`src/rtl/ahb5_interface.sv`:
```
// AHB5 single-master bridge: SINGLE/INCR4 commands become pipelined AHB5 transfers.
// Latency: address phase the cycle after accept; response pulse the cycle after each data phase.
// Backpressure: cmd_ready only while idle; HREADY low stalls the address and data stages together.
module ahb5_interface #(
    parameter int         ADDR_W     = 32,
    parameter int         DATA_W     = 32,
    parameter logic [3:0] HMASTER_ID = 4'h0
) (
    input  logic                Hclk,
    input  logic                HResetn,
    input  logic                cmd_valid,
    output logic                cmd_ready,
    input  logic                cmd_write,
    input  logic [ADDR_W-1:0]   cmd_addr,
    input  logic [2:0]          cmd_size,
    input  logic                cmd_burst,
    input  logic [4*DATA_W-1:0] cmd_wdata,
    output logic                rsp_valid,
    output logic [DATA_W-1:0]   rsp_rdata,
    output logic                rsp_err,
    output logic                rsp_last,
    output logic [ADDR_W-1:0]   HADDR,
    output logic [1:0]          HTRANS,
    output logic                HWRITE,
    output logic [2:0]          HSIZE,
    output logic [2:0]          HBURST,
    output logic [3:0]          HPROT,
    output logic [DATA_W-1:0]   HWDATA,
    output logic                HMASTLOCK,
    output logic                HNONSEC,
    output logic                HEXCL,
    output logic [3:0]          HMASTER,
    input  logic [DATA_W-1:0]   HRDATA,
    input  logic                HREADY,
    input  logic                HRESP,
    input  logic                HEXOKAY
);
    localparam logic [1:0] T_IDLE   = 2'b00;
    localparam logic [1:0] T_NONSEQ = 2'b10;
    localparam logic [1:0] T_SEQ    = 2'b11;

    typedef enum logic [1:0] {S_IDLE, S_ADDR, S_DATA, S_ERR} state_t;

    state_t              state;
    logic [1:0]          abeat;
    logic [1:0]          dbeat;
    logic [1:0]          last_beat;
    logic [4*DATA_W-1:0] wbuf;
    logic [2:0]          csize;
    logic [ADDR_W-1:0]   cmd_aligned;
    logic [ADDR_W-1:0]   next_addr;
    logic                more;
    logic                issue;
    logic                unused_hexokay;

    assign unused_hexokay = HEXOKAY;

    assign cmd_ready = (state == S_IDLE) && !HResetn;
    assign HPROT     = 4'b0011;
    assign HMASTLOCK = 1'b0;
    assign HNONSEC   = 1'b0;
    assign HEXCL     = 1'b0;
    assign HMASTER   = HMASTER_ID;

    assign csize = (cmd_size > 3'd2) ? 3'd2 : cmd_size;

    always_comb begin
        cmd_aligned = cmd_addr;
        if (csize == 3'd1)
            cmd_aligned[0] = 1'b0;
        else if (csize == 3'd2)
            cmd_aligned[1:0] = 2'b00;
    end

    assign next_addr = HADDR + (ADDR_W'(1) << HSIZE);
    assign more      = (abeat != last_beat);

    // The address phase on the bus completes now: its data phase starts and the next beat is presented.
    assign issue = HREADY && !HRESP &&
                   ((state == S_ADDR) || ((state == S_DATA) && (HTRANS != T_IDLE)));

    always_ff @(posedge Hclk or posedge HResetn) begin
        if (HResetn) begin
            state     <= S_IDLE;
            HTRANS    <= T_IDLE;
            HADDR     <= '0;
            HWRITE    <= 1'b0;
            HSIZE     <= 3'd0;
            HBURST    <= 3'd0;
            HWDATA    <= '0;
            rsp_valid <= 1'b0;
            rsp_rdata <= '0;
            rsp_err   <= 1'b0;
            rsp_last  <= 1'b0;
            abeat     <= 2'd0;
            dbeat     <= 2'd0;
            last_beat <= 2'd0;
            wbuf      <= '0;
        end else begin
            rsp_valid <= 1'b0;
            rsp_rdata <= '0;
            rsp_err   <= 1'b0;
            rsp_last  <= 1'b0;
            case (state)
                S_IDLE: begin
                    if (cmd_valid) begin
                        HTRANS    <= T_NONSEQ;
                        HADDR     <= cmd_aligned;
                        HWRITE    <= cmd_write;
                        HSIZE     <= csize;
                        HBURST    <= cmd_burst ? 3'b011 : 3'b000;
                        last_beat <= cmd_burst ? 2'd3 : 2'd0;
                        abeat     <= 2'd0;
                        wbuf      <= cmd_wdata;
                        state     <= S_ADDR;
                    end
                end
                S_ADDR: begin
                    if (HREADY && !HRESP)
                        state <= S_DATA;
                end
                S_DATA: begin
                    if (HRESP && !HREADY) begin
                        // First error cycle: cancel whatever beat is pending in the address stage.
                        HTRANS <= T_IDLE;
                        state  <= S_ERR;
                    end else if (HREADY) begin
                        rsp_valid <= 1'b1;
                        if (HRESP) begin
                            rsp_err  <= 1'b1;
                            rsp_last <= 1'b1;
                            HTRANS   <= T_IDLE;
                            HWDATA   <= '0;
                            state    <= S_IDLE;
                        end else begin
                            rsp_rdata <= HWRITE ? '0 : HRDATA;
                            rsp_last  <= (dbeat == last_beat);
                            if (HTRANS == T_IDLE) begin
                                HWDATA <= '0;
                                state  <= S_IDLE;
                            end
                        end
                    end
                end
                S_ERR: begin
                    if (HREADY) begin
                        rsp_valid <= 1'b1;
                        rsp_err   <= 1'b1;
                        rsp_last  <= 1'b1;
                        HWDATA    <= '0;
                        state     <= S_IDLE;
                    end
                end
                default: state <= S_IDLE;
            endcase

            if (issue) begin
                dbeat  <= abeat;
                HWDATA <= HWRITE ? wbuf[int'(abeat)*DATA_W +: DATA_W] : '0;
                if (more) begin
                    abeat  <= abeat + 2'd1;
                    HADDR  <= next_addr;
                    HTRANS <= (next_addr[9:0] == 10'd0) ? T_NONSEQ : T_SEQ;
                end else begin
                    HTRANS <= T_IDLE;
                end
            end
        end
    end
endmodule

```
`config.mk`:
```
export PLATFORM = sky130hd
export DESIGN_NAME = ahb5_interface
export DESIGN_NICKNAME = d
export VERILOG_FILES = /design/src/rtl/ahb5_interface.sv
export SDC_FILE = /design/constraint.sdc
export NUM_CORES = 1
export LEC_CHECK = 0
export BUFFER_PORTS_ARGS = -buffer_cell sky130_fd_sc_hd__buf_2
export CORE_AREA = 4 4 182 184
export DETAILED_ROUTE_END_ITERATION = 8
export DIE_AREA = 0 0 186 188
export SLEW_MARGIN = 10
export SYNTH_ARGS = -nofsm -noshare
export SYNTH_HDL_FRONTEND = slang
export SYNTH_SLANG_ARGS = --single-unit
```
`constraint.sdc`:
```
create_clock -name Hclk -period 7.5 [get_ports Hclk]
set_input_delay 0.375 -clock Hclk [delete_from_list [all_inputs] [get_ports Hclk]]
set_output_delay 0.375 -clock Hclk [all_outputs]
set_load 0.01 [all_outputs]
```
==> run metrics <==
worst skew pair latency 0.54 ns; DRT antenna net count 0; Final Setup Violations 0; GP Congestion 0.8268; Routed wire per std cell 17.24 µm; Post-Syn Area 10940 µm²; I/O Buffers 309; yosys warns 0; gr ovfl total 0; Tot GR Track Use 0.1751; Setup Skew 0.006454 ns; nets 1610; commonest non-fill, non-tap cell in the layout nand2_1; area fraction of the dominant cell type after synthesis 0.5491; Clock transition at path regs 0.06 ns; worst relative slew slack 0.3423; worst path required time 7.94 ns; f_max 302.0 MHz; ys flop type dfrtp_1; WP data arrival 3.75 ns; DRC errors left 0; clk buf depth 3; first-pass iteration count of the detailed router 4; final hold viol count 0; vias per inst 4.927; CTS Hold Buffers Added 5; hold worst-path end wbuf[45]; layout cells sized above 1 0.2934; io pins 323; initial core utilization 0.3484; initial antenna violation count 6; Largest stage delay, worst path 0.62 ns; run status finished, final reports clean; Max VDD drop 0.1848 mV; Post-synth EDFFs 0; Root Driver clkbuf_16; CP Buf/Inv Count 1; crit path launch type register; hold path cells 3; post_cts resized 0; largest net degree at the start of global routing 100; Worst Path Max Fanout 10; die width 186 µm; total wire length 31430 µm; die footprint 34970 µm²; Crit. End Element register; first-pass GRT wire length 50220 µm; fill count 3080; Synth cell types 65; origin of the worst min-delay path cmd_wdata[45]; DP HPWL 21040 µm; RSZ-0062 raised after global routing false; Top delay family on crit path compound AO/OA/AOI/OAI gates; total of max-cap violations 0; worst slew pin tran 0.9866 ns; Post-CTS Setup Inserts 0; period utilization 0.4416; Final Core Density 0.4405; core area 31390 µm²; Clock Sinks 240; most frequent cells in the layout 426 x nand2_1, 309 x buf_2, 238 x dfrtp_1, 42 x nor2_1, 35 x and2_1; CTS tree done; number of global-route vias before repair 9272; CTS Buf Count 28; num rows 65; Cells after Synth 1116; RR Endpoint HADDR[28]; syn avg cell area 9.801 µm²; post-synthesis sequential area ratio 0.5491; Setup Crit Path Kind reg -> reg; Reg2Reg Setup Slack 4.19 ns; Max Slew Vio Count 0; asr flop ratio synth 1.000; PwrDens 386.8 nW/µm²; crit-path cells nor3_1 -> ha_1 -> inv_1 -> fa_1 -> nand2b_1 -> a211oi_2 -> o21ai_0 -> or4_1 -> a211oi_1; synth top area cells dfrtp_1 55%, nand2_1 15%, mux4_2 6.6%; Total Neg Setup Slack 0 ns; Pleak 7.200 nW; number of synthesized register bits 240; cell taking the most area after synthesis dfrtp_1; CTS HTree Levels 1; vias 8982; worst reg2reg startpoint HSIZE[0]; Die Ht 188 µm; Hold Crit Class in -> reg; Starting DRT DRC Count 433; minimum period implied by the final worst setup slack 3.312 ns; Worst path slowest cell or4_1; R2R depth 9; Area Overhead vs Synth 26.42%
power by group:
| part | switching [mW] | internal [mW] | leakage (nW) |
|---|---|---|---|
| clock network | 0.548 | 0.907 | 0.484 |
| registers | 0.394 | 1.79 | 3.05 |
| logic | 0.918 | 0.792 | 3.67 |
| total | 1.86 | 3.49 | 7.20 |
metal layers:
metal	routed length [µm]	vias up	GRT usage
met4	738	6	0.04793
li1	-	4318	-
met1	13650	4326	0.2367
met3	2274	49	0.04171
met2	14730	283	0.2825
met5	30	-	0
cells in the mapped netlist, drive strengths merged (3+ instances only):
cell type	number
o21ai	13
nand3	18
a21oi	17
a22o	32
a311oi	5
buf	31
o22ai	7
nor3	14
or3	6
mux4	32
a211oi	6
nand4	5
mux2i	4
nor3b	5
clkbuf	53
and3	10
and2	36
nor4	5
o211a	3
o21a	4
nor2b	3
dfrtp	240
o311a	3
nand2b	4
a2bb2oi	3
xor2	5
o211ai	13
a31oi	6
inv	14
nand2	427
ha	8
nor2	42
or4	4
o31a	4
worst max-delay path by stage:
stage | startpoint | end | cells past startpoint | slack [ns]
6_report | HSIZE[0] | HADDR[28] | 9 | 4.19
3_3_place_gp | HSIZE[0] | HADDR[28] | 9 | 4.34
4_1_cts | HSIZE[0] | HADDR[28] | 9 | 4.22
2_1_floorplan | HResetn | HADDR[0] | 1 | 0.54
3_5_place_dp | HSIZE[0] | HADDR[28] | 9 | 4.28
5_1_grt | HSIZE[0] | HADDR[28] | 9 | 3.93
worst register-to-register path, stage by stage (launching register included):
cell and delay [ns]:
dfrtp_1 0.48, nor3_1 0.22, ha_1 0.20, inv_1 0.06
fa_1 0.38, nand2b_1 0.19, a211oi_2 0.45, o21ai_0 0.38
or4_1 0.62, a211oi_1 0.24
layout make-up:
class                      count  area (µm²)  area share
antenna                        3       7.507   0.0005429
clock buffer                  39       833.3     0.06026
inverter                      14       60.06    0.004343
sequential                   240        6008      0.4345
timing repair buffer         326        1687      0.1220
tap                          402       503.0     0.03637
clock inverter                11       162.7     0.01176
multi-input combinational    788        4567      0.3303
cell families (layout without fill, tap and decap cells):
family	Yosys count	count (layout)	share of synthesized area
compound gates	139	139	0.09700
mux	38	38	0.07161
fa+ha+maj	9	9	0.01098
flops	240	240	0.5491
xor+xnor	7	7	0.005605
other cells	2	15	0.0006866
simple gates	583	583	0.2256
buf+inv	98	390	0.03946
flip-flops by register name, indices dropped and copies added (netlist names):
register,count
rsp_err,1
HWRITE,1
HWDATA,32
HTRANS,2
rsp_rdata,32
HADDR,32
last_beat,1
HSIZE,3
abeat,2
rsp_valid,1
rsp_last,1
dbeat,2
state,2
wbuf,128
through the flow:
step | total power [mW] | instance area, µm² | instances | hold slack [ns] | setup slack [ns]
floorplan | 3.353 | 10980 | 1126 | 0.4403 | 0.5369
global placement | 3.893 | 12770 | 1765 | 0.4536 | 4.342
detailed placement | 3.939 | 12770 | 1765 | 0.4591 | 4.282
CTS | 5.432 | 13820 | 1820 | 0.0006917 | 4.216
global route | 5.754 | 13830 | 1823 | 0.01022 | 3.927
finish | 5.349 | 13830 | 1823 | 0.02717 | 4.188
(Power assumes the default switching activity.)
